<file path="src/rtl/la_clkgate_pkg.sv">
// rtl/la_clkgate_pkg.sv - channel state encoding and saturating-increment helper for la_clkgate_ctrl
package la_clkgate_pkg;

   localparam int STATE_W   = 2;
   localparam int SAT_MAX_W = 32;

   typedef enum logic [STATE_W-1:0] {
      OFF  = 2'd0,
      ON   = 2'd1,
      HOLD = 2'd2
   } chan_state_e;

   // Counters narrower than SAT_MAX_W are zero-extended in and truncated out by the caller.
   function automatic logic [SAT_MAX_W-1:0] sat_inc(input logic [SAT_MAX_W-1:0] val,
                                                    input int unsigned            width);
      logic [SAT_MAX_W-1:0] max_v;
      max_v = (width >= SAT_MAX_W) ? '1 : ((SAT_MAX_W'(1) << width) - SAT_MAX_W'(1));
      return (val == max_v) ? val : val + SAT_MAX_W'(1);
   endfunction

endpackage

</file>
<file path="src/rtl/la_clkgate_chan.sv">
// rtl/la_clkgate_chan.sv - one gated channel: OFF/ON/HOLD FSM, idle-hold counter, ICG cell,
// and an enabled-cycle counter when LA_CLKGATE_STATS_EN is defined
module la_clkgate_chan
   import la_clkgate_pkg::*;
#(
   parameter int HOLD_W = 4,
   parameter int STAT_W = 16,
   parameter     PROP   = "DEFAULT"
) (
   input  logic              clk_i,
   input  logic              rst_i,
   input  logic              te_i,
   input  logic              req_i,
   input  logic              force_on_i,
   input  logic [HOLD_W-1:0] cfg_hold_i,
   input  logic              stat_clr_i,
   output logic              eclk_o,
   output logic              on_o,
   output logic [STAT_W-1:0] stat_o
);

   chan_state_e       state_q, state_d;
   logic [HOLD_W-1:0] cnt_q, cnt_d;
   logic              en_q, en_d;
   logic              act;
   logic              hold_done;

   assign act = req_i | force_on_i;
   // Compare cnt+1 against the live limit so a lowered or zeroed cfg_hold exits at once.
   assign hold_done = ({1'b0, cnt_q} + (HOLD_W+1)'(1)) >= {1'b0, cfg_hold_i};

   always_comb begin
      state_d = state_q;
      cnt_d   = cnt_q;
      unique case (state_q)
         OFF: begin
            if (act) state_d = ON;
         end
         ON: begin
            if (!act) begin
               state_d = (cfg_hold_i == '0) ? OFF : HOLD;
               cnt_d   = '0;
            end
         end
         HOLD: begin
            if (act) begin
               state_d = ON;
               cnt_d   = '0;
            end else if (hold_done) begin
               state_d = OFF;
               cnt_d   = '0;
            end else begin
               cnt_d = cnt_q + HOLD_W'(1);
            end
         end
         default: begin
            state_d = OFF;
            cnt_d   = '0;
         end
      endcase
      en_d = (state_d != OFF);
   end

   always_ff @(posedge clk_i) begin
      if (rst_i) begin
         state_q <= OFF;
         cnt_q   <= '0;
         en_q    <= 1'b0;
      end else begin
         state_q <= state_d;
         cnt_q   <= cnt_d;
         en_q    <= en_d;
      end
   end

   assign on_o = en_q;

`ifdef LA_CLKGATE_STATS_EN
   logic [STAT_W-1:0] stat_q, stat_d;

   always_comb begin
      stat_d = stat_q;
      if (stat_clr_i) begin
         stat_d = '0;
      end else if (en_q) begin
         stat_d = STAT_W'(sat_inc(SAT_MAX_W'(stat_q), unsigned'(STAT_W)));
      end
   end

   always_ff @(posedge clk_i) begin
      if (rst_i) stat_q <= '0;
      else       stat_q <= stat_d;
   end

   assign stat_o = stat_q;
`else
   logic unused_stat_clr;
   assign unused_stat_clr = stat_clr_i;
   assign stat_o          = '0;
`endif

   la_clkicgand #(
      .PROP(PROP)
   ) u_icg (
      .clk_i (clk_i),
      .te_i  (te_i),
      .en_i  (en_q),
      .eclk_o(eclk_o)
   );

endmodule

</file>
<file path="src/rtl/la_clkicgand.sv">
// rtl/la_clkicgand.sv - latch-based AND clock-gating cell; te forces the gated clock on
module la_clkicgand #(
   parameter PROP = "DEFAULT"
) (
   input  logic clk_i,
   input  logic te_i,
   input  logic en_i,
   output logic eclk_o
);

   logic en_lat_q;

   if (PROP == "DEFAULT") begin : g_cell
      always_latch begin
         if (!clk_i) en_lat_q <= en_i | te_i;
      end
   end else begin : g_cell
      // Library-specific PROP values map to the same behavioural cell outside synthesis.
      always_latch begin
         if (!clk_i) en_lat_q <= en_i | te_i;
      end
   end

   assign eclk_o = clk_i & en_lat_q;

endmodule

</file>
<file path="src/rtl/la_clkgate_ctrl.sv">
// rtl/la_clkgate_ctrl.sv - N-channel clock-gating controller with idle hysteresis;
// LA_CLKGATE_STATS_EN adds saturating per-channel enabled-cycle counters
module la_clkgate_ctrl
   import la_clkgate_pkg::*;
#(
   parameter int N      = 4,
   parameter int HOLD_W = 4,
   parameter int STAT_W = 16,
   parameter     PROP   = "DEFAULT"
) (
   input  logic                clk,
   input  logic                rst,
   input  logic                te,
   input  logic [N-1:0]        req,
   input  logic [N-1:0]        force_on,
   input  logic [HOLD_W-1:0]   cfg_hold,
   input  logic                stat_clr,
   output logic [N-1:0]        eclk,
   output logic [N-1:0]        on,
   output logic [N*STAT_W-1:0] stat
);

   for (genvar i = 0; i < N; i++) begin : g_chan
      la_clkgate_chan #(
         .HOLD_W(HOLD_W),
         .STAT_W(STAT_W),
         .PROP  (PROP)
      ) u_chan (
         .clk_i     (clk),
         .rst_i     (rst),
         .te_i      (te),
         .req_i     (req[i]),
         .force_on_i(force_on[i]),
         .cfg_hold_i(cfg_hold),
         .stat_clr_i(stat_clr),
         .eclk_o    (eclk[i]),
         .on_o      (on[i]),
         .stat_o    (stat[i*STAT_W +: STAT_W])
      );
   end

endmodule
</file>
<file path="config.mk">
export PLATFORM = sky130hd
export DESIGN_NAME = la_clkgate_ctrl
export DESIGN_NICKNAME = d
export VERILOG_FILES = /design/src/rtl/la_clkgate_pkg.sv /design/src/rtl/la_clkgate_chan.sv /design/src/rtl/la_clkicgand.sv /design/src/rtl/la_clkgate_ctrl.sv
export SDC_FILE = /design/constraint.sdc
export NUM_CORES = 1
export LEC_CHECK = 0
export CAP_MARGIN = 30
export CORE_UTILIZATION = 40
export DETAILED_ROUTE_END_ITERATION = 10
export PLACE_DENSITY = 0.78
export SYNTH_ARGS = -nofsm -noshare
export SYNTH_HDL_FRONTEND = slang
export SYNTH_SLANG_ARGS = --single-unit
</file>
<file path="constraint.sdc">
create_clock -name clk -period 2 [get_ports clk]
set_input_delay 0.3 -clock clk [delete_from_list [all_inputs] [get_ports clk]]
set_output_delay 0.3 -clock clk [all_outputs]
set_load 0.02 [all_outputs]
</file>
* Word-level counts from Yosys, hierarchy flattened
Cells that the tools add are included.
** Operators by class
- Add/subtract/negate cells :: 8
- $lt $le $gt $ge :: 4
- Eq/ne operators :: 12
- Muxes and demuxes :: 41
- Bitwise gates (word level) :: 16
- Reductions and logical operators :: 13
** Operators by type and width (number)
- two-way mux 4 bit :: 12
- one-hot mux 4 bit (3 select lines) :: 4
- two-way mux 2 bit :: 17
- one-hot mux 2 bit (3 select lines) :: 4
- adder 4 x 1 -> 5 bit (second input constant) :: 4
- >= comparator 5 x 4 -> 1 bit :: 4
- adder 4 x 1 -> 4 bit (second input constant) :: 4
- == test 2 x 1 -> 1 bit (second input constant) :: 4
- == test 2 bit (second input constant) :: 4
- logical NOT 2 bit :: 4
- != test 2 bit (second input constant) :: 4
- bitwise OR 1 bit :: 8
- AND reduction 2 bit :: 4
- nonzero test 2 bit :: 4
- AND 1 bit :: 4
- logical NOT 4 bit :: 1
- two-way mux 1 bit :: 4
- inverter 1 bit :: 4
** Word-level totals
- Bits in registers :: 28
- Bits in latches :: 4
- Input bits :: 16
- Word-level logic and storage cells :: 110

* Longest topological paths before layout
Gate-level depths: netlist (run 1).
- Depth in word-level cells :: 6
- Mapped depth :: 9
- Mapped depth without buffers :: 9

* By module
A second synthesis (run 1) with hierarchy kept.
** Unflattened totals
- Cells, all modules :: 272
- Area, all modules :: 2282.2 µm²
** Modules (own cells, without submodules)
- la_clkgate_chan :: instances 4, cells each 65, area each 543.0 µm², seq. area each 140.1 µm²
- la_clkicgand :: instances 4, cells each 3, area each 27.5 µm², seq. area each 0.0 µm²

==> results.md, run 1 <==
- The run finished, with violations left.
- The final reports fail on setup timing.
- The cell taking the most area after synthesis is sky130_fd_sc_hd__dfxtp_1.
- In the post-synthesis netlist, the biggest area contributors are sky130_fd_sc_hd__dfxtp_1 (25%), sky130_fd_sc_hd__buf_4 (24%), sky130_fd_sc_hd__ha_1 (11%).
- After floorplanning, the core was divided into 26 placement rows.
- The via count of the first global-routing pass came to between 1,500 and 2,000.
- The maximum number of pins on one net before global-route repair is 13.
- Of the post-synthesis cell area, the dominant cell type holds 0.251.
- The element type at the critical path start is a latch.
- In this run the power spent charging and discharging nets is 0.603 mW.
- The core region is between 0.005 and 0.006 mm².
- Once detail routing completed, the nets flagged for antenna violations numbered 0.
- The wire length reported by the detailed router is roughly 4400 µm.
- The switching share of power is 0.314.
- Of the total power, registers draw 0.337.
- The synthesized instance count is roughly 260.
- Yosys printed 0 warnings.
- The CTS tree is built.
- The number of vias in the routed layout is between 1,500 and 2,000.
- After the last flow step, the layout net total stands at around 330.
- The portion of total power attributed to combinational logic is 0.134.
- The worst setup path is of the latch -> out kind.
- The number of vias per cell is 4.52.
- The antenna cell count is 0.
- Data on the critical path is required at its endpoint by approximately 1.7 ns.
- Counting flops and latches in the post-synthesis netlist gives 32.
- In this design, the largest share of critical-path delay is due to latches.
- The critical path runs through a total of 2 cells.
- The setup total negative slack is -1.34 ns.
- The cell area that synthesis handed to floorplanning was between 0.002 and 0.0025 mm².
- Summed over all layers, the global routing overflow is 0.
- The die is between 70 and 80 µm tall.
- The first-iteration detailed-routing DRC count is 57.
- The congestion estimate from routability-driven global placement came to approximately 0.78.
- For this configuration, the core starts out at a cell density of 0.426.
- Walking the worst path, the cells encountered are and2_4, buf_6.
- The max-capacitance violation count is 0.
- The final cell utilization of the core is 0.494.
- The count of TritonRoute iterations in the first routing pass is 4.
- The number of cells on the worst reg-to-reg path is 8.
- The share of layout cells above drive strength 1 is 0.195.
- The final setup violation count is 8.
- The clock transition at the registers of the reported paths is roughly 0.06 ns.
- The number of buffers inserted by hold repair at cts is 0.
- Along the worst hold path, the cell count comes to 2.
- The total buffers and inverters traversed by the critical path is 1.
- The x dimension of the die is around 77 µm.
- just under 90 I/O pins were placed.
- The filler cells instantiated in the layout total ~520.
- The global-route wire length before repair is 6770 µm.
- On the worst path, the slowest cell contributes a delay of 0.39 ns.
- The residual DRC count is 0.
- The maximum clock skew at final layout is a little under 0.003 ns.
- The area of the die is 0.00588 mm².
- Across every metal layer, demand over resource in global routing totals 0.153.
- The latest clock arrival within the worst-skew pair is 0.39 ns.
- The worst endpoint data arrival time is slightly above 2 ns.
- Dividing total power by cell area gives a power density of 743 mW/mm².
- The initial antenna violation count is 0.
- The detailed placement HPWL is between 3000 and 4000 µm.
- In this run the worst hold path is classified as reg -> reg.
- The area overhead of the layout relative to synthesis is 15.9%.
- In this run the tightest slew margin relative to its limit is 0.632.
- The count of final max-slew check failures was 0.
- The final hold violation count is 0.
- After layout, the worst setup slack is -0.344 ns.
- After detailed routing, the average wire length per cell comes to roughly 12 µm.
- In this run the worst path has a maximum fanout of 1.
- The relative contribution of the clock network to total power is 0.529.
- The mean post-synth cell area is approximately 8.5 µm².
- The number of distinct library cell variants in the gate-level netlist after synthesis is 32.
- STA classifies the critical path endpoint as an output port.
- The cell type of the slowest stage on the worst timing path is sky130_fd_sc_hd__dlxtn_2.
- Summed over all cells, the static leakage comes to around 1.2 nW.
- The transition time of the tightest slew-check pin is approximately 0.55 ns.
- The port buffer count is 22.
- The worst supply voltage drop on vdd is 0.534 mV.
- Setup repair after global routing could not meet its margin everywhere.
- The worst hold slack is between 0.4 and 0.5 ns.
- Internal power comes to 1.32 mW.
Yosys cell counts (all sizes together):
library cell / count
buf: 73
dfxtp: 28
nor2: 25
ha: 20
a21oi: 16
nand3: 12
nand2: 9
nor2b: 8
or2: 8
a22oi: 7
o21a: 6
and2: 5
o21ai: 5
a211o: 4
dlxtn: 4
mux2i: 4
nand2b: 4
a21o: 3
a31oi: 3
inv: 3
xnor2: 3
a2111oi: 2
clkbuf: 2
nand4: 2
nor3b: 2
conb: 1
nor3: 1
nor4: 1
or4: 1
xor2: 1
layout make-up:
| type | count | area, µm² | share of cell area |
|---|---|---|---|
| multi-input cells | 216 | 1400 | 0.542 |
| flip-flops and latches | 32 | 628 | 0.243 |
| repair buffers | 31 | 278 | 0.107 |
| clock buffers | 16 | 180 | 0.0697 |
| well taps | 70 | 87.6 | 0.0339 |
| inverters | 3 | 11.3 | 0.00435 |
flip-flops by register name, summed over array words and instances, names as in the netlist:
register,flops
g_chan.u_chan.cnt_q,16
g_chan.u_chan.state_q,8
g_chan.u_chan.on_o,4
g_chan.u_chan.u_icg.en_lat_q,4
stage by stage:
| step | setup slack, ns | instance area (µm²) | power [mW] | instances |
|---|---|---|---|---|
| 2_1_floorplan | 0.0590 | 2470 | 1.15 | 326 |
| 3_3_place_gp | -0.357 | 2310 | 1.14 | 355 |
| 3_5_place_dp | -0.359 | 2310 | 1.14 | 355 |
| 4_1_cts | -0.351 | 2480 | 1.90 | 367 |
| 5_1_grt | -0.381 | 2590 | 2.02 | 368 |
| 6_report | -0.344 | 2590 | 1.92 | 368 |
cells by family after synthesis:
group	synth area share
buffers and inverters	0.256
flip-flops	0.251
AO/OA/AOI/OAI	0.142
adder cells (fa/ha/maj)	0.112
multiplexers	0.0179
other	0.00168
AND/OR/NAND/NOR	0.177
XOR/XNOR	0.0157
latches	0.0269
repair_timing:
action                     CTS  global route
resized for setup           29            22
setup buffers                0             1
setup endpoints to repair   18            24
hold endpoints to repair     0             0
pin swaps                   12            14
power groups by stage:
stage	Combinational [mW]	Sequential (mW)	Clock [mW]
after floorplan	0.280	0.657	0.215
after global placement	0.237	0.659	0.239
after detailed placement	0.242	0.660	0.239
after CTS	0.247	0.646	1.01
after global routing	0.277	0.650	1.10
final	0.257	0.647	1.02
worst paths after layout:
check / slack, ns / from / endpoint
worst min register to register: 0.49 / g_chan[1].u_chan.cnt_q[3] / g_chan[1].u_chan.cnt_q[3]
worst min-delay path: 0.49 / g_chan[1].u_chan.cnt_q[3] / g_chan[1].u_chan.cnt_q[3]
worst max register to register: 0.08 / g_chan[3].u_chan.cnt_q[0] / g_chan[3].u_chan.cnt_q[2]
worst max-delay path: -0.34 / g_chan[2].u_chan.u_icg.en_lat_q / eclk[2]
placed cells by master (no fill, tap or decap), types with 4 or more instances in the layout:
cell / count
sky130_fd_sc_hd__conb_1: 64
sky130_fd_sc_hd__nor2_1: 25
sky130_fd_sc_hd__dfxtp_1: 24
sky130_fd_sc_hd__clkdlybuf4s50_1: 18
sky130_fd_sc_hd__ha_1: 15
sky130_fd_sc_hd__buf_4: 13
sky130_fd_sc_hd__nand3_1: 12
sky130_fd_sc_hd__a21oi_1: 12
sky130_fd_sc_hd__nand2_1: 9
sky130_fd_sc_hd__clkbuf_8: 9
sky130_fd_sc_hd__nor2b_1: 8
sky130_fd_sc_hd__or2_2: 6
sky130_fd_sc_hd__o21a_1: 6
sky130_fd_sc_hd__o21ai_1: 5
sky130_fd_sc_hd__a22oi_1: 5
sky130_fd_sc_hd__and2_4: 4
sky130_fd_sc_hd__nand2b_1: 4
sky130_fd_sc_hd__a211o_1: 4
sky130_fd_sc_hd__mux2i_1: 4
sky130_fd_sc_hd__ha_4: 4
sky130_fd_sc_hd__dfxtp_2: 4
sky130_fd_sc_hd__buf_6: 4
layer usage:
| layer | track usage | wire (µm) | vias up |
|---|---|---|---|
| met5 | 0 | 0 | - |
| met4 | 0.106 | 99 | 0 |
| met3 | 0.0643 | 242 | 9 |
| met2 | 0.258 | 2200 | 68 |
| met1 | 0.153 | 1820 | 759 |
| li1 | - | - | 828 |
tightest hold or removal path, stage by stage, from the launching register on:
cell and delay (ns):
sky130_fd_sc_hd__dfxtp_1 0.33, sky130_fd_sc_hd__nand2_1 0.06, sky130_fd_sc_hd__a21oi_1 0.05
Power figures use the tool's default switching activity.
==> inputs of run 2 (changes only) <==
--- a/config.mk
+++ b/config.mk
@@ -8,7 +8,8 @@
 export CAP_MARGIN = 30
 export CORE_UTILIZATION = 40
 export DETAILED_ROUTE_END_ITERATION = 10
-export PLACE_DENSITY = 0.78
+export PLACE_DENSITY = 0.87
 export SYNTH_ARGS = -nofsm -noshare
 export SYNTH_HDL_FRONTEND = slang
+export SYNTH_HIERARCHICAL = 1
 export SYNTH_SLANG_ARGS = --single-unit
==> run 2 against run 1 <==
  * The run still ends with setup timing left
  * Global-route usage is 0.31 points lower
  * First-iteration DRC count is 25% higher
  * Sequential cell count stayed put
  * Die area is 2.2% higher
  * Register-to-register slack worse by 0.05 ns
  * Sequential share of layout area is 0.43 points lower
  * Synthesized cell count is 3.4% higher
  * Clock power is 6% higher
  * Critical endpoint is now eclk[0]
  * Largest cell class unchanged
  * Largest power group unchanged
==> results.md, run 2 <==
- The flow ran to the end, but the final reports show violations.
- The checks that failed: setup timing.
- Walking the worst path, the cells encountered are and2_4, buf_6.
- The port buffer count is 22 (unchanged).
- The final setup violation count is 8 (unchanged).
- The latest clock arrival within the worst-skew pair came to 0.40 ns (about the same).
- The post-route worst setup slack was -0.342 ns (+0.00183 ns).
- The area fraction in compound gates after synthesis is 0.149 (+0.00723).
- The weighted congestion reported at the end of routability-driven placement was 0.812 (+4.5%).
- The via count of the first global-routing pass is 1,617 (-1.4%).
- The first-iteration detailed-routing DRC count was 71 (+25%).
- The cell leakage power is 1.28 nW (+9.1%).
- The vertical die dimension is 77.5 µm (+1.1%).
- The mean post-synth cell area was 8.39 µm² (-1.1%).
- The element type at the critical path start is a latch.
- The reg2reg setup slack is 0.03 ns (-0.05 ns).
- The worst endpoint data arrival time is 2.04 ns (about the same).
- Ranked by flip-flop count, first place goes to g_chan.u_chan/cnt_q.
- The overall routing resource usage came to 0.150 (-0.00310).
- The capturing element type of the critical path is an output port.
- The final routed wire length divided by cell count was 11.5 µm (-2.9%).
- The share of Yosys cell area claimed by the top area cell type was 0.246 (-0.00565).
- Among all flip-flop cells after synthesis, the most frequent one is sky130_fd_sc_hd__dfxtp_1.
- The cell type of the slowest stage on the worst timing path is sky130_fd_sc_hd__dlxtn_2.
- The initial antenna violation count came to 0 (unchanged).
- The share of synthesized area spent on multiplexers is 0 (-0.0179).
- The total power divided by cell area was 737 mW/mm² (-0.84%).
- The xor/xnor share of the synthesized area is 0.0154 (-0.000353).
- The relative max-transition margin is 0.665 (+0.0337).
- The number of top-level pins is 88 (unchanged).
- The number of synthesized register bits is 32 (unchanged).
- The detailed placement HPWL is 3060 µm (-0.11%).
- The area share of and/or/nand/nor cells after synthesis is 0.197 (+0.0207).
- The x dimension of the die was 77.5 µm (+1.1%).
- The capturing point of the worst reg2reg path is g_chan[2].u_chan/cnt_q[1].
- The area overhead of the layout relative to synthesis is 17.9%.
- The maximum number of pins on one net before global-route repair is 11 (-2).
- The global-route wire length before repair is 6960 µm (+2.8%).
- The main combinational cell family by area after synthesis is buffers and inverters.
- The number of distinct library cell variants in the gate-level netlist after synthesis came to 26 (-19%).
- The count of TritonRoute iterations in the first routing pass came to 4 (unchanged).
- In the layout the commonest cells are sky130_fd_sc_hd__conb_1 (64), sky130_fd_sc_hd__inv_1 (24), sky130_fd_sc_hd__dfxtp_1 (19), sky130_fd_sc_hd__clkdlybuf4s50_1 (18).
- The worst supply voltage drop on vdd is 0.380 mV (-29%).
- The count of nets left with antenna violations after detail routing came to 0 (unchanged).
- The worst-case reg-to-reg path depth came to 8 (unchanged).
- The logic depth of the worst path, buffers included was 2 (unchanged).
- The number of flops mapped to enable cells by yosys was 0 (unchanged).
- The transition time of the tightest slew-check pin is 0.499 ns (-0.0518 ns).
- The final cell utilization of the core is 0.489 (-0.00526).
- The origin of the critical flop-to-flop path is g_chan[2].u_chan/cnt_q[0].
- The cell count of the worst hold path was 2 (unchanged).
- The CTS tree is built.
- The sink of the worst hold path is g_chan[1].u_chan/cnt_q[1].
- The synthesized instance count is 272 (+3.4%).
- In this run the worst hold path is classified as reg -> reg.
- The summed instance area of the synthesized netlist is 0.00228 mm² (+2.3%).
- The wire length reported by the detailed router came to 4400 µm (+0.83%).
- The effective utilization at floorplan is 0.414 (-0.0115).
- The number of buffers inserted by hold repair at cts was 0 (unchanged).
- The share of flip-flops with an asynchronous set or reset is 0 (unchanged).
- The count of final max-slew check failures is 0 (unchanged).
- The share of layout cells above drive strength 1 is 0.248 (+0.0538).
- The required time of the critical path is 1.70 ns (about the same).
- The core footprint is 0.00551 mm² (+5.1%).
- The number of vias per cell is 4.72 (+4.3%).
- The start-to-end type of the worst setup path is latch -> out.
- The row count was 27 (+3.8%).
- The max-capacitance violation count is 0 (unchanged).
- The cell taking the most area after synthesis is sky130_fd_sc_hd__dfxtp_1.
- The number of vias in the routed layout is 1,802 (+8.3%).
- The total buffers and inverters traversed by the critical path is 1 (unchanged).
- The post-synthesis adder-cell area fraction was 0.110 (-0.00252).
- The residual DRC count is 0 (unchanged).
- Setup repair after global routing could not meet its margin everywhere.
- The area of the die came to 0.00601 mm² (+2.2%).
- The number of warning messages in the yosys log is 6 (+6).
- The most common cell in the synthesized netlist is sky130_fd_sc_hd__buf_4.
- The number of flip-flops under the largest register name is 16 (unchanged).
- The net count of the finished layout is 345 (+3.6%).
- The antenna cell count is 0 (unchanged).
- The highest cell delay on the worst timing path is 0.40 ns (about the same).
- The largest registers in the layout are g_chan.u_chan/cnt_q x16, g_chan.u_chan/state_q x8.
- The total power after layout was 1.98 mW (+3.1%).
- The commonest non-fill, non-tap cell in the layout is sky130_fd_sc_hd__conb_1.
- The clock transition at the registers of the reported paths is 0.06 ns (about the same).
- In the post-synthesis netlist, the biggest area contributors are sky130_fd_sc_hd__dfxtp_1 (25%), sky130_fd_sc_hd__buf_4 (21%), sky130_fd_sc_hd__ha_1 (11%).
- The final hold violation count is 0 (unchanged).
- The critical-path maximum fanout is 1 (unchanged).
- Sorting the synthesized cells by how often they occur yields sky130_fd_sc_hd__buf_4 (64), sky130_fd_sc_hd__dfxtp_1 (28), sky130_fd_sc_hd__inv_1 (24), sky130_fd_sc_hd__ha_1 (20).
- The maximum clock skew at final layout came to 0.00576 ns (+0.00280 ns).
- The remaining global-route overflow was 0 (unchanged).
- The family of cells with the greatest summed delay on the critical path is latches.
- The beginning of the worst hold path is g_chan[1].u_chan/cnt_q[1].
==> run 2: cell count changes in the layout (fill, tap and decap cells not counted), sizes merged, moves of 6 or more <==
cell / change
inv: +21
o31ai: +12
a21oi: -8
nor2b: -8
a22oi: -7
nand2: +7
o21a: -6
==> run 2: power by group <==
| part | internal (mW) | switching (mW) | total [mW] | leakage [nW] |
|---|---|---|---|---|
| clock | 0.634 | 0.444 | 1.08 | 0.123 |
| sequential | 0.629 | 0.0128 | 0.642 | 0.267 |
| combinational | 0.0743 | 0.187 | 0.261 | 0.893 |
==> run 2: area by class of cell <==
type	instances	area, µm²
inverter	24	90.1
clock inverter	2	10.0
multi-input combinational	212	1440
fill	490	2820
timing repair buffer	26	240
clock buffer	14	183
sequential	32	642
tap	72	90.1
==> run 2: kinds of logic after synthesis <==
family,count (synthesis)
fa+ha+maj,20
buf+inv,88
latches,4
compound gates,48
other cells,4
xor+xnor,4
flops,28
simple gates,76
==> run 2: timing repair <==
| item | in CTS | in global routing |
|---|---|---|
| pin swaps | 0 | 4 |
| setup buffers | 0 | 2 |
| setup endpoints to repair | 20 | 27 |
| gates resized for setup | 33 | 32 |
==> run 2: routing by layer <==
| layer | track usage | up-vias | wire length, µm |
|---|---|---|---|
| li1 | - | 867 | - |
| met1 | 0.147 | 852 | 1710 |
| met2 | 0.247 | 75 | 2340 |
| met3 | 0.0753 | 8 | 269 |
| met4 | 0.106 | 0 | 78 |
| met5 | 0 | - | 0 |
==> run 2: worst max-delay path by stage <==
stage	endpoint	slack, ns	start
2_1_floorplan	eclk[0]	0.12	g_chan[0].u_chan/u_icg/en_lat_q
3_3_place_gp	eclk[2]	-0.35	g_chan[2].u_chan/u_icg/en_lat_q
3_5_place_dp	eclk[0]	-0.36	g_chan[0].u_chan/u_icg/en_lat_q
4_1_cts	eclk[0]	-0.36	g_chan[0].u_chan/u_icg/en_lat_q
5_1_grt	eclk[3]	-0.38	g_chan[3].u_chan/u_icg/en_lat_q
6_report	eclk[0]	-0.34	g_chan[0].u_chan/u_icg/en_lat_q
==> run 2: metrics by stage <==
| step | cells | hold WS (ns) | setup WS (ns) | area [µm²] | setup TNS, ns |
|---|---|---|---|---|---|
| floorplan | 332 | 0.400 | 0.119 | 2510 | 0 |
| finish | 382 | 0.468 | -0.342 | 2690 | -1.34 |
| CTS | 380 | 0.481 | -0.357 | 2550 | -1.38 |
| global route | 382 | 0.485 | -0.378 | 2690 | -2.21 |
| global placement | 368 | 0.462 | -0.352 | 2380 | -4.11 |
| detailed placement | 368 | 0.474 | -0.357 | 2380 | -5.59 |
==> run 2: worst register-to-register path, cell delays in order (launching register included) <==
cell	delay [ns]
sky130_fd_sc_hd__dfxtp_2	0.38
sky130_fd_sc_hd__ha_2	0.20
sky130_fd_sc_hd__nand2b_1	0.12
sky130_fd_sc_hd__nand2_1	0.07
sky130_fd_sc_hd__ha_1	0.27
sky130_fd_sc_hd__o21ai_0	0.14
sky130_fd_sc_hd__a21oi_1	0.09
sky130_fd_sc_hd__or3_4	0.41
sky130_fd_sc_hd__o31ai_1	0.19
==> inputs of run 3 (changes only) <==
--- a/config.mk
+++ b/config.mk
@@ -6,9 +6,12 @@
 export NUM_CORES = 1
 export LEC_CHECK = 0
 export CAP_MARGIN = 30
-export CORE_UTILIZATION = 40
+export CELL_PAD_IN_SITES_DETAIL_PLACEMENT = 2
+export CELL_PAD_IN_SITES_GLOBAL_PLACEMENT = 2
+export CORE_UTILIZATION = 22
 export DETAILED_ROUTE_END_ITERATION = 10
-export PLACE_DENSITY = 0.87
+export MAX_ROUTING_LAYER = met4
+export PLACE_DENSITY_LB_ADDON = 0.3
 export SYNTH_ARGS = -nofsm -noshare
 export SYNTH_HDL_FRONTEND = slang
 export SYNTH_HIERARCHICAL = 1
==> run 3 against run 2 <==
  * The run still ends with setup timing left
  * Worst hold slack worse by 0.00085 ns
  * Critical path depth did not move
  * Sequential cell count unchanged
  * Count of clock-buffer cells in the layout grew 1
  * Clock power down 5%
  * Non-clock buffer count increased by 5
==> results.md, run 3 (synthesized netlist as in run 2, its figures left out) <==
- Ranked by flip-flop count, first place goes to g_chan.u_chan/cnt_q.
- The total power divided by cell area is 700 mW/mm² (-5.0%).
- The final setup violation count is 8 (unchanged).
- The count of nets left with antenna violations after detail routing came to 0 (unchanged).
- The clock transition at the registers of the reported paths is 0.07 ns (about the same).
- The x dimension of the die is 104 µm (+34%).
- The max-capacitance violation count was 0 (unchanged).
- The port buffer count is 22 (unchanged).
- The row count came to 36 (+33%).
- The area of the die is 0.0108 mm² (+79%).
- Traced cell by cell, the critical path runs through and2_4, buf_6.
- The vertical die dimension is 104 µm (+34%).
- The non-filler instance count after layout was 448 (+17%).
- The worst-case reg-to-reg path depth is 8 (unchanged).
- The core footprint was 0.00991 mm² (+80%).
- The initial antenna violation count is 0 (unchanged).
- The count of final max-slew check failures is 0 (unchanged).
- The cell count of the worst hold path is 2 (unchanged).
- The cell leakage power is 1.30 nW (+1.3%).
- The worst supply voltage drop on vdd is 0.301 mV (-21%).
- The share of layout cells above drive strength 1 is 0.251 (+0.00241).
- The class of the most critical hold timing path is reg -> reg.
- The reg2reg setup slack is 0.06 ns (+0.03 ns).
- The worst setup path is launched from a latch.
- The via count of the first global-routing pass was 1,825 (+13%).
- The latest clock arrival within the worst-skew pair is 0.38 ns (-0.02 ns).
- The critical-path maximum fanout was 1 (unchanged).
- Setup repair after global routing could not meet its margin everywhere.
- The net count of the finished layout is 350 (+1.4%).
- The count of TritonRoute iterations in the first routing pass is 4 (unchanged).
- The setup total negative slack is -1.33 ns (+0.0103 ns).
- The worst endpoint data arrival time is 2.04 ns (about the same).
- The number of vias per cell is 4.04 (-14%).
- The highest cell delay on the worst timing path came to 0.39 ns (about the same).
- The final hold violation count is 0 (unchanged).
- The antenna cell count was 0 (unchanged).
- The post-route worst setup slack is -0.339 ns (+0.00385 ns).
- The total buffers and inverters traversed by the critical path is 1 (unchanged).
- In the final layout, the registers with the most flip-flops are g_chan.u_chan/cnt_q x16, g_chan.u_chan/state_q x8.
- The worst hold slack came to 0.467 ns (-0.000851 ns).
- The final cell utilization of the core is 0.281 (-0.207).
- By startpoint and endpoint, the worst setup path is classified as latch -> out.
- The wire length reported by the detailed router is 5170 µm (+18%).
- Leaving out fill and tap cells, the most frequent cell in the layout is sky130_fd_sc_hd__conb_1.
- The effective utilization at floorplan came to 0.230 (-0.184).
- The startpoint identified for the worst hold timing path is g_chan[2].u_chan/cnt_q[1].
- The maximum clock skew at final layout is 0.000903 ns (-0.00486 ns).
- The first-iteration detailed-routing DRC count came to 16 (-77%).
- The number of top-level pins is 88 (unchanged).
- The overall routing resource usage came to 0.105 (-0.0455).
- The remaining global-route overflow is 0 (unchanged).
- The maximum number of pins on one net before global-route repair came to 25 (+14).
- The number of flip-flops under the largest register name is 16 (unchanged).
- The final reports fail on setup timing.
- The CTS tree is built.
- The number of vias in the routed layout is 1,812 (+0.55%).
- The capturing element type of the critical path is an output port.
- The family of cells with the greatest summed delay on the critical path is latches.
- The path with the worst hold slack has its endpoint at g_chan[2].u_chan/cnt_q[1].
- The placed instance count is 434 (+18%).
- Relative to the synthesized area, the layout overhead comes to 22.2%.
- The number of buffers inserted by hold repair at cts is 0 (unchanged).
- The weighted congestion reported at the end of routability-driven placement came to 0.688 (-15%).
- The capturing point of the worst reg2reg path is g_chan[0].u_chan/cnt_q[0].
- Among all stages on the critical path, the largest delay is contributed by sky130_fd_sc_hd__dlxtn_1.
- The flow ran to the end, but the final reports show violations.
- The residual DRC count came to 0 (unchanged).
- The final routed wire length divided by cell count is 11.5 µm (+0.20%).
- The required time of the critical path was 1.70 ns (about the same).
- The library cells used most frequently in the layout, excluding fill and tap cells, are sky130_fd_sc_hd__conb_1 (64), sky130_fd_sc_hd__inv_1 (24), sky130_fd_sc_hd__clkdlybuf4s50_1 (18), sky130_fd_sc_hd__ha_1 (17), sky130_fd_sc_hd__dfxtp_1 (17).
- In this run the critical register-to-register path is launched from g_chan[0].u_chan/cnt_q[0].
- The global-route wire length before repair is 8580 µm (+23%).
- The total power after layout was 1.95 mW (-1.5%).
- The detailed placement HPWL is 3900 µm (+27%).
==> run 3: cell types whose count changed in the layout (fill, tap and decap cells not counted), moves of 3 or more <==
cell	change
sky130_fd_sc_hd__buf_4	+4
sky130_fd_sc_hd__dfxtp_2	+4
sky130_fd_sc_hd__o31ai_1	+4
sky130_fd_sc_hd__o31ai_2	-4
sky130_fd_sc_hd__a21oi_1	-3
sky130_fd_sc_hd__a21oi_2	+3
==> run 3: power breakdown <==
| group | leakage [nW] | internal, mW | switching, mW |
|---|---|---|---|
| clock | 0.111 | 0.601 | 0.432 |
| sequential | 0.268 | 0.631 | 0.0137 |
| combinational | 0.921 | 0.0811 | 0.192 |
| total | 1.30 | 1.31 | 0.638 |
==> run 3: cell type report <==
type / instances / area, µm²
clock buffers: 15 / 176
well taps: 133 / 166
flip-flops and latches: 32 / 638
inverters: 24 / 90.1
clock inverters: 1 / 3.75
fillers: 1140 / 7120
multi-input cells: 212 / 1420
repair buffers: 31 / 290
==> run 3: per-layer routing <==
metal | GRT usage | vias up | part of all wire
li1 | - | 876 | -
met1 | 0.113 | 866 | 0.42
met2 | 0.160 | 61 | 0.51
met3 | 0.0376 | 9 | 0.053
met4 | 0.0735 | 0 | 0.019
met5 | - | - | 0
==> run 3: worst max path at each step <==
stage	slack, ns	startpoint	cells after the start	to
floorplan	0.12	g_chan[0].u_chan/u_icg/en_lat_q	1	eclk[0]
global placement	-0.35	g_chan[3].u_chan/u_icg/en_lat_q	2	eclk[3]
detailed placement	-0.36	g_chan[1].u_chan/u_icg/en_lat_q	2	eclk[1]
CTS	-0.36	g_chan[1].u_chan/u_icg/en_lat_q	2	eclk[1]
global route	-0.38	g_chan[0].u_chan/u_icg/en_lat_q	2	eclk[0]
finish	-0.34	g_chan[0].u_chan/u_icg/en_lat_q	2	eclk[0]
==> run 3: per-stage QoR <==
stage	setup WS (ns)	cell area, µm²
3_3_place_gp	-0.354	2510
3_5_place_dp	-0.356	2510
4_1_cts	-0.358	2670
6_report	-0.339	2790
5_1_grt	-0.384	2790
2_1_floorplan	0.119	2510
==> run 3: timing repair <==
item	CTS	global route
endpoints found under the setup margin	15	27
pin swaps	0	5
buffers inserted	0	2
resized for setup	33	33
hold endpoints to repair	0	0
==> run 3: tightest hold or removal path, stage by stage (launching register included) <==
cell and delay [ns]:
sky130_fd_sc_hd__dfxtp_2 0.34, sky130_fd_sc_hd__nand2_1 0.05, sky130_fd_sc_hd__o31ai_1 0.05
